===== config.mk =====
export PLATFORM = sky130hd
export DESIGN_NAME = quant_sched
export DESIGN_NICKNAME = d
export VERILOG_FILES = /design/src/rtl/quant_sched.sv
export SDC_FILE = /design/constraint.sdc
export NUM_CORES = 2
export LEC_CHECK = 0
export CORE_MARGIN = 4
export CORE_UTILIZATION = 51
export CTS_CLUSTER_SIZE = 16
export DETAILED_ROUTE_END_ITERATION = 6
export DONT_BUFFER_PORTS = 1
export PLACE_DENSITY = 0.73
export SETUP_SLACK_MARGIN = 0.2
export SLEW_MARGIN = 20
export SYNTH_ARGS = -nofsm -noshare
export SYNTH_HDL_FRONTEND = slang
export SYNTH_SLANG_ARGS = --single-unit

===== constraint.sdc =====
create_clock -name clk -period 4 [get_ports clk]
set_input_delay 0.8 -clock clk [delete_from_list [all_inputs] [get_ports clk]]
set_output_delay 0.8 -clock clk [all_outputs]
set_load 0.005 [all_outputs]

===== src/rtl/quant_sched.sv =====
// Requantization scheduler: looks up per-channel (M, n), issues beats to a fixed-latency
// quantizer, and wraps its output in a credit-throttled skid FIFO with ready/valid semantics.
module quant_sched #(
  parameter int NUM_CH     = 64,
  parameter int Q_LAT      = 4,
  parameter int FIFO_DEPTH = 8,
  localparam int CH_W      = $clog2(NUM_CH)
) (
  input  logic            clk,
  input  logic            rst,
  input  logic            cfg_we,
  input  logic [CH_W-1:0] cfg_addr,
  input  logic [31:0]     cfg_M,
  input  logic [4:0]      cfg_n,
  input  logic [CH_W:0]   cfg_num_ch,
  output logic            cfg_err,
  input  logic            start,
  output logic            busy,
  output logic            done,
  input  logic [31:0]     acc_data,
  input  logic            acc_valid,
  input  logic            acc_last,
  output logic            acc_ready,
  output logic [31:0]     q_data_in,
  output logic            q_valid_in,
  output logic [31:0]     q_M,
  output logic [4:0]      q_n,
  input  logic [7:0]      q_data_out,
  input  logic            q_valid_out,
  output logic [7:0]      out_data,
  output logic            out_valid,
  output logic            out_last,
  input  logic            out_ready,
  output logic [1:0]      dbg_state
);

  // Handshakes: a transfer happens on a cycle where valid & ready are both high;
  // valid never depends on ready, and data is held stable while valid waits.

  localparam int PTR_W = $clog2(FIFO_DEPTH);
  localparam int IF_W  = PTR_W + 1;
  localparam int CR_W  = IF_W + 2;

  localparam logic [CH_W:0]   NUM_ONE = 1;
  localparam logic [CH_W-1:0] CH_ONE  = 1;
  localparam logic [IF_W-1:0] IF_ONE  = 1;
  localparam logic [PTR_W-1:0] PTR_ONE = 1;
  localparam logic [CH_W:0]   NUM_MAX = NUM_CH;
  localparam logic [CR_W-1:0] CR_MAX  = FIFO_DEPTH;

  typedef enum logic [1:0] {
    S_IDLE  = 2'd0,
    S_RUN   = 2'd1,
    S_DRAIN = 2'd2
  } state_t;

  state_t            state_q, state_d;
  logic [CH_W:0]     num_ch_q;
  logic [CH_W-1:0]   ch_cnt_q, ch_cnt_d;
  logic [IF_W-1:0]   inflight_q, inflight_d;
  logic [31:0]       tbl_m_q [NUM_CH];
  logic [4:0]        tbl_n_q [NUM_CH];
  logic              q_valid_q, q_last_q;
  logic [31:0]       q_data_q, q_m_q;
  logic [4:0]        q_n_q;
  logic [Q_LAT-1:0]  last_sr_q;
  logic [8:0]        fifo_mem_q [FIFO_DEPTH];
  logic [PTR_W-1:0]  wr_ptr_q, rd_ptr_q;
  logic [IF_W-1:0]   fifo_cnt_q, fifo_cnt_d;
  logic              num_ok, start_go, accept, push, pop, fifo_empty;
  logic [CR_W-1:0]   credit_used;

  assign num_ok     = (cfg_num_ch != '0) && (cfg_num_ch <= NUM_MAX);
  assign fifo_empty = (fifo_cnt_q == '0);
  assign push       = q_valid_out;
  assign pop        = out_valid && out_ready;
  assign accept     = acc_valid && acc_ready;

  // A beat accepted last cycle is on q_valid_in now but not yet counted in inflight_q.
  assign credit_used = CR_W'(inflight_q) + CR_W'(fifo_cnt_q) + CR_W'(q_valid_q);
  assign acc_ready   = (state_q == S_RUN) && (credit_used < CR_MAX);

  always_comb begin
    state_d  = state_q;
    done     = 1'b0;
    start_go = 1'b0;
    case (state_q)
      S_IDLE: begin
        if (start && num_ok) begin
          state_d  = S_RUN;
          start_go = 1'b1;
        end
      end
      S_RUN: begin
        if (accept && acc_last) state_d = S_DRAIN;
      end
      S_DRAIN: begin
        if ((inflight_q == '0) && fifo_empty && !q_valid_q) begin
          state_d = S_IDLE;
          done    = 1'b1;
        end
      end
      default: state_d = S_IDLE;
    endcase
  end

  assign busy      = (state_q != S_IDLE);
  assign dbg_state = state_q;
  assign cfg_err   = !rst && ((cfg_we && (state_q != S_IDLE)) ||
                              (start && (state_q == S_IDLE) && !num_ok));

  always_comb begin
    ch_cnt_d = ch_cnt_q;
    if (start_go) begin
      ch_cnt_d = '0;
    end else if (accept) begin
      if (acc_last || ({1'b0, ch_cnt_q} == (num_ch_q - NUM_ONE))) ch_cnt_d = '0;
      else ch_cnt_d = ch_cnt_q + CH_ONE;
    end
  end

  always_comb begin
    inflight_d = inflight_q;
    if (q_valid_q && !q_valid_out) inflight_d = inflight_q + IF_ONE;
    else if (!q_valid_q && q_valid_out) inflight_d = inflight_q - IF_ONE;
  end

  always_comb begin
    fifo_cnt_d = fifo_cnt_q;
    if (push && !pop) fifo_cnt_d = fifo_cnt_q + IF_ONE;
    else if (!push && pop) fifo_cnt_d = fifo_cnt_q - IF_ONE;
  end

  // Table and FIFO storage carry no reset; only pointers and counters are cleared.
  always_ff @(posedge clk) begin
    if (cfg_we && (state_q == S_IDLE)) begin
      tbl_m_q[cfg_addr] <= cfg_M;
      tbl_n_q[cfg_addr] <= cfg_n;
    end
    if (push) fifo_mem_q[wr_ptr_q] <= {last_sr_q[Q_LAT-1], q_data_out};
  end

  always_ff @(posedge clk or posedge rst) begin
    if (rst) begin
      state_q    <= S_IDLE;
      num_ch_q   <= '0;
      ch_cnt_q   <= '0;
      inflight_q <= '0;
      q_valid_q  <= 1'b0;
      q_last_q   <= 1'b0;
      q_data_q   <= '0;
      q_m_q      <= '0;
      q_n_q      <= '0;
      last_sr_q  <= '0;
      wr_ptr_q   <= '0;
      rd_ptr_q   <= '0;
      fifo_cnt_q <= '0;
    end else begin
      state_q    <= state_d;
      ch_cnt_q   <= ch_cnt_d;
      inflight_q <= inflight_d;
      fifo_cnt_q <= fifo_cnt_d;
      q_valid_q  <= accept;
      if (start_go) num_ch_q <= cfg_num_ch;
      if (accept) begin
        q_data_q <= acc_data;
        q_m_q    <= tbl_m_q[ch_cnt_q];
        q_n_q    <= tbl_n_q[ch_cnt_q];
        q_last_q <= acc_last;
      end
      // The last tag shifts alongside the quantizer pipeline so it lands with q_valid_out.
      last_sr_q <= Q_LAT'({last_sr_q, q_valid_q & q_last_q});
      if (push) wr_ptr_q <= wr_ptr_q + PTR_ONE;
      if (pop)  rd_ptr_q <= rd_ptr_q + PTR_ONE;
    end
  end

  assign q_valid_in = q_valid_q;
  assign q_data_in  = q_data_q;
  assign q_M        = q_m_q;
  assign q_n        = q_n_q;
  assign out_valid  = !fifo_empty;
  assign out_data   = fifo_empty ? 8'd0 : fifo_mem_q[rd_ptr_q][7:0];
  assign out_last   = fifo_empty ? 1'b0 : fifo_mem_q[rd_ptr_q][8];

endmodule


# Word-level counts from Yosys, hierarchy flattened
# Memory sizes are Yosys's and may differ from the RTL's. A register that Yosys moved wholly into a read port is not among the register bits.
# Cells that the tools add are included.
# totals
reg_bits	67
ram_bits	2440
in_bits	98
output_inout_bits	86
elab_cells	88
mem_count	3
# classes
addsub	10
magnitude_cmp	2
eq_ne	6
muxes	21
n_bitwise	1
reduce_logical	34
# memory_table
name	words	word_bits	rd	rd_ports_with_merged_regs	write_ports	line_no	source
tbl_m_q	64	32	1	1	1	61	logic [31:0] tbl_m_q [NUM_CH];
tbl_n_q	64	5	1	1	1	62	logic [4:0] tbl_n_q [NUM_CH];
fifo_mem_q	8	9	1	0	1	67	logic [8:0] fifo_mem_q [FIFO_DEPTH];
# op_table
op	n
2-to-1 mux 6 bit	3
logical AND 1 bit	17
2-to-1 mux 4 bit	4
2-to-1 mux 1 bit	9
adder 4 x 1 -> 4 bit, second input constant	2
zero test 4 bit	2
2-to-1 mux 8 bit	1
nonzero test 2 bit	4
subtractor 4 x 1 -> 4 bit, second input constant	2
equality test 6 x 7 -> 1 bit	1
<= comparator 7 bit, second input constant	1
nonzero test 7 bit	1
subtractor 7 x 1 -> 7 bit, second input constant	1
adder 3 x 1 -> 3 bit, second input constant	2
adder 5 x 1 -> 6 bit	1
adder 6 x 1 -> 6 bit, second input constant	1
zero test 1 bit	6
less-than comparator 6 x 4 -> 1 bit, second input constant	1
2-to-1 mux 2 bit	3
one-hot mux 2 bit (3 select lines)	1
adder 4 x 4 -> 5 bit	1
inequality test 2 bit, second input constant	2
AND reduction 3 bit	1
equality test 2 x 1 -> 1 bit, second input constant	1
other kinds (5)	6

# Depth between registers and ports, before layout
# depth
ltp_word	8
mapped_depth	11
ltp_nobuf	11

# Least setup slack after synthesis
# Ideal clock, no wire load.
# synth_path
kind	input to register
start	input port cfg_addr[5]
end	memory tbl_m_q[32][0], enable pin
setup_time_ps	431
arrival_time_ps	3188
required_time_ps	3569
setup_slack_ps	381
path_stages	4
path_buffers	2
cell_sequence	clkbuf_1 or3b_2 clkbuf_1 nor2_1
# synth_lines
item	line_no	source
start, declared	12	input logic [CH_W-1:0] cfg_addr,
end, declared	61	
# No word-level cell before the write port.

==> results by group <==
Yosys
  – Top-count cell post-synth: edfxtp_1
  – Synthesized Nets: 4846
  – Register area share after synthesis: 77.6%
  – Post-synthesis cell count: 4732
  – Post-synth top area share: 74.9%
  – Post-synth cell types: 60
  – Main synth FF type: edfxtp_1
  – Syn_area_per_cell: 20.7 um2
  – Largest cells by area after synthesis: edfxtp_1 75%, mux4_2 11%, mux2i_1 3.0%
  – Post-synth EDFFs: 2440
  – Mapped Area: 97800 um2
  – FF+latch count, synth: 2544
  – YS warnings: 0
  – Asr flop ratio synth: 4.09%
  – Commonest cells in the netlist: 2440 x edfxtp_1, 461 x mux4_2, 293 x mux2i_1, 175 x nand2_1, 163 x nor2_1
  – Yosys top cell by area: edfxtp_1

Power and ir drop
  – Pleak: 34.6 nW
  – Net Sw Frac: 26.2%
  – Sw Pwr: 17.3 mW
  – Flop pwr share: 47.0%
  – Int Power: 48.6 mW
  – Clock Power Share: 34.0%
  – Pwr dens: 591 nW/um2
  – Max IR drop VDD: 0.434 mV
  – Combinational share of power: 19.0%

Global routing
  – Vias in the first global route: 50269
  – Global-route wire length before repair: 373000 um
  – GR Overflow Total: 0
  – Largest net degree at the start of global routing: 72
  – Gr usage total: 26.4%
  – Initial antenna violation count: 10

STA
  – Final worst slack: 0.404 ns
  – Period utilisation layout: 89.9%
  – Skew final: 0.0277 ns
  – Fin. Hold Viols: 0
  – Fin crit period: 3.60 ns
  – Setup TNS: 0 ns
  – Final setup viols: 0
  – Slew headroom: 17.3%
  – Final slew viol count: 0
  – Actual slew at the worst max-slew pin: 1.24 ns
  – Final Hold Slack: 0.0294 ns
  – RSZ-0062 raised after global routing: false
  – Maximum clock rate: 278 MHz

Floorplanning
  – Die H: 446 um
  – Die Width: 446 um
  – Die Area: 199000 um2
  – Core area: 190000 um2
  – Rows: 160
  – Ports: 184
  – Initial Utilization: 51.4%

Status
  – Status: finished, final reports clean

Clock network
  – Sinks on Clock Net: 2544
  – CTS tree: yes
  – H-Tree Level Count: 4
  – Root cell of the clock tree: clkbuf_16
  – Clk Latency, worst-skew pair: 0.88 ns
  – Reg clk slew, reported paths: 0.07 ns
  – CTS Buf Count: 233
  – Clk buf depth: 3

Cells and area
  – Fin area: 111000 um2
  – Fraction of layout cells with a size suffix above 1: 22.3%
  – Fillers: 13166
  – Area of the multi-input gates: 20800 um2
  – Area grow syn2layout: 13.9%
  – Layout Nets: 5141
  – Count of non-filler cells in the finished layout: 7748
  – FF/Latch Area: 75900 um2

Detailed routing
  – Vias per inst: 6.55
  – WL/cell: 33.9 um
  – Vias: 50734
  – Post-route ant nets: 0
  – Drc violations: 0
  – WL final: 262000 um
  – Router iterations before antenna repair: 5
  – Drt initial violations: 6949

Worst setup path
  – Startpoint types: flop
  – WS Path Type: flop to flop
  – Worst endpoint required time: 4.70 ns
  – Worst Path Arrival: 4.30 ns
  – Setup crit end kind: flop
  – CP max FO: 49

Place
  – GPL Wtd Cong: 0.817
  – Placed cells: 7190
  – Port bufs: 0
  – Place WS: 0.500 ns
  – Hpwl dp: 142000 um
  – Placed Area: 102000 um2

Job
  – MaxCap Viol Count: 0

Min path
  – Min-Delay Path Class: input port to asynchronous set/reset pin
==> stage by stage <==
| step | power, mW | util (%) |
|---|---|---|
| 6_report | 65.9 | 58.5 |
| 5_1_grt | 68.1 | 58.5 |
| 4_1_cts | 66.1 | 58.5 |
| 3_5_place_dp | 43.6 | 53.8 |
| 3_3_place_gp | 43.4 | 53.8 |
| 2_1_floorplan | 40.3 | - |
==> routing by layer <==
metal  track usage (%)  vias to the layer above  routed length (um)
li1                  -                    20188                   -
met1              36.0                    26552               95600
met2              41.5                     3455              125000
met3              6.74                      537               31000
met4              10.2                        2               11300
met5                 0                        -                  13
==> registers in the layout (all words and copies together), names as in the netlist <==
signal      flops
tbl_m_q      2048
tbl_n_q       320
fifo_mem_q     72
q_M            32
q_data_in      32
num_ch_q        7
ch_cnt_q        6
q_n             5
fifo_cnt_q      4
inflight_q      4
last_sr_q       4
rd_ptr_q        3
wr_ptr_q        3
dbg_state       2
q_last_q        1
q_valid_in      1
==> cells in the final DEF, fill, tap and decap left out, types with 54 or more instances in the layout <==
| master | synthesis | layout |
|---|---|---|
| a21oi_1 | 137 | 137 |
| a22oi_1 | 102 | 102 |
| buf_12 | 0 | 72 |
| buf_4 | 45 | 143 |
| clkbuf_16 | 0 | 236 |
| clkinv_1 | 0 | 54 |
| dfrtp_1 | 104 | 97 |
| dlygate4sd3_1 | 0 | 101 |
| edfxtp_1 | 2440 | 2440 |
| mux2i_1 | 293 | 293 |
| mux4_2 | 461 | 461 |
| nand2_1 | 175 | 173 |
| nor2_1 | 163 | 97 |
| nor2_4 | 0 | 65 |
| o22ai_1 | 88 | 88 |
==> final cells by class <==
cell class	instances	share of cell area [%]
Multi-Input combinational cell	1895	18.7
Inverter	29	0.100
Antenna cell	5	0.0112
Sequential cell	2544	68.2
Tap cell	2511	2.82
Timing Repair Buffer	324	3.30
Clock inverter	140	1.30
Clock buffer	300	5.62
==> worst paths after layout <==
path	startpoint	end	slack, ns	cells past startpoint
min in group clk	cfg_M[28]	tbl_m_q[0][28]	0.04	0
max in group asynchronous	rst	q_data_in[28]	3.06	2
max reg2reg	ch_cnt_q[0]	q_M[1]	0.40	7
min	rst	q_data_in[8]	0.03	1
max	ch_cnt_q[0]	q_M[1]	0.40	7
min reg2reg	last_sr_q[2]	last_sr_q[3]	0.35	0
==> cells by family (layout without fill, tap and decap cells) <==
kind of cell	Yosys count	in the layout	share of synthesized area, %
muxes	804	804	14.2
adders and majority gates	16	16	0.220
other	0	5	0
AOI/OAI and AO/OA	576	576	3.96
xor gates and xnor gates	21	21	0.188
and+or+nand+nor	478	478	2.18
DFF	2544	2544	77.6
buffers and inverters	293	793	1.66
==> what timing repair did <==
| item | 4_1_cts | 5_1_grt |
|---|---|---|
| hold buffers | 111 | 2 |
| endpoints found under the hold margin | 746 | 17 |
| gates resized for setup | 1 | 0 |
| buffers inserted | 0 | 0 |
| endpoints found under the setup margin | 2 | 0 |
==> power by group through the flow <==
stage	sequential [mW]	clock [mW]	combinational, mW
after floorplan	30.8	0	9.52
after global placement	31.5	0	12.0
after detailed placement	31.5	0	12.1
after CTS	30.9	22.6	12.5
after global routing	31.0	23.8	13.3
final	30.9	22.4	12.5
==> critical path: stages (launching register included) <==
cell and delay [ns]:
dfrtp_4 0.92, buf_12 0.28, buf_12 0.35, mux2_2 0.38, a21oi_1 0.24, o211ai_1 0.25, a31oi_1 0.74, o21ai_0 0.24
(Power assumes the default switching activity.)
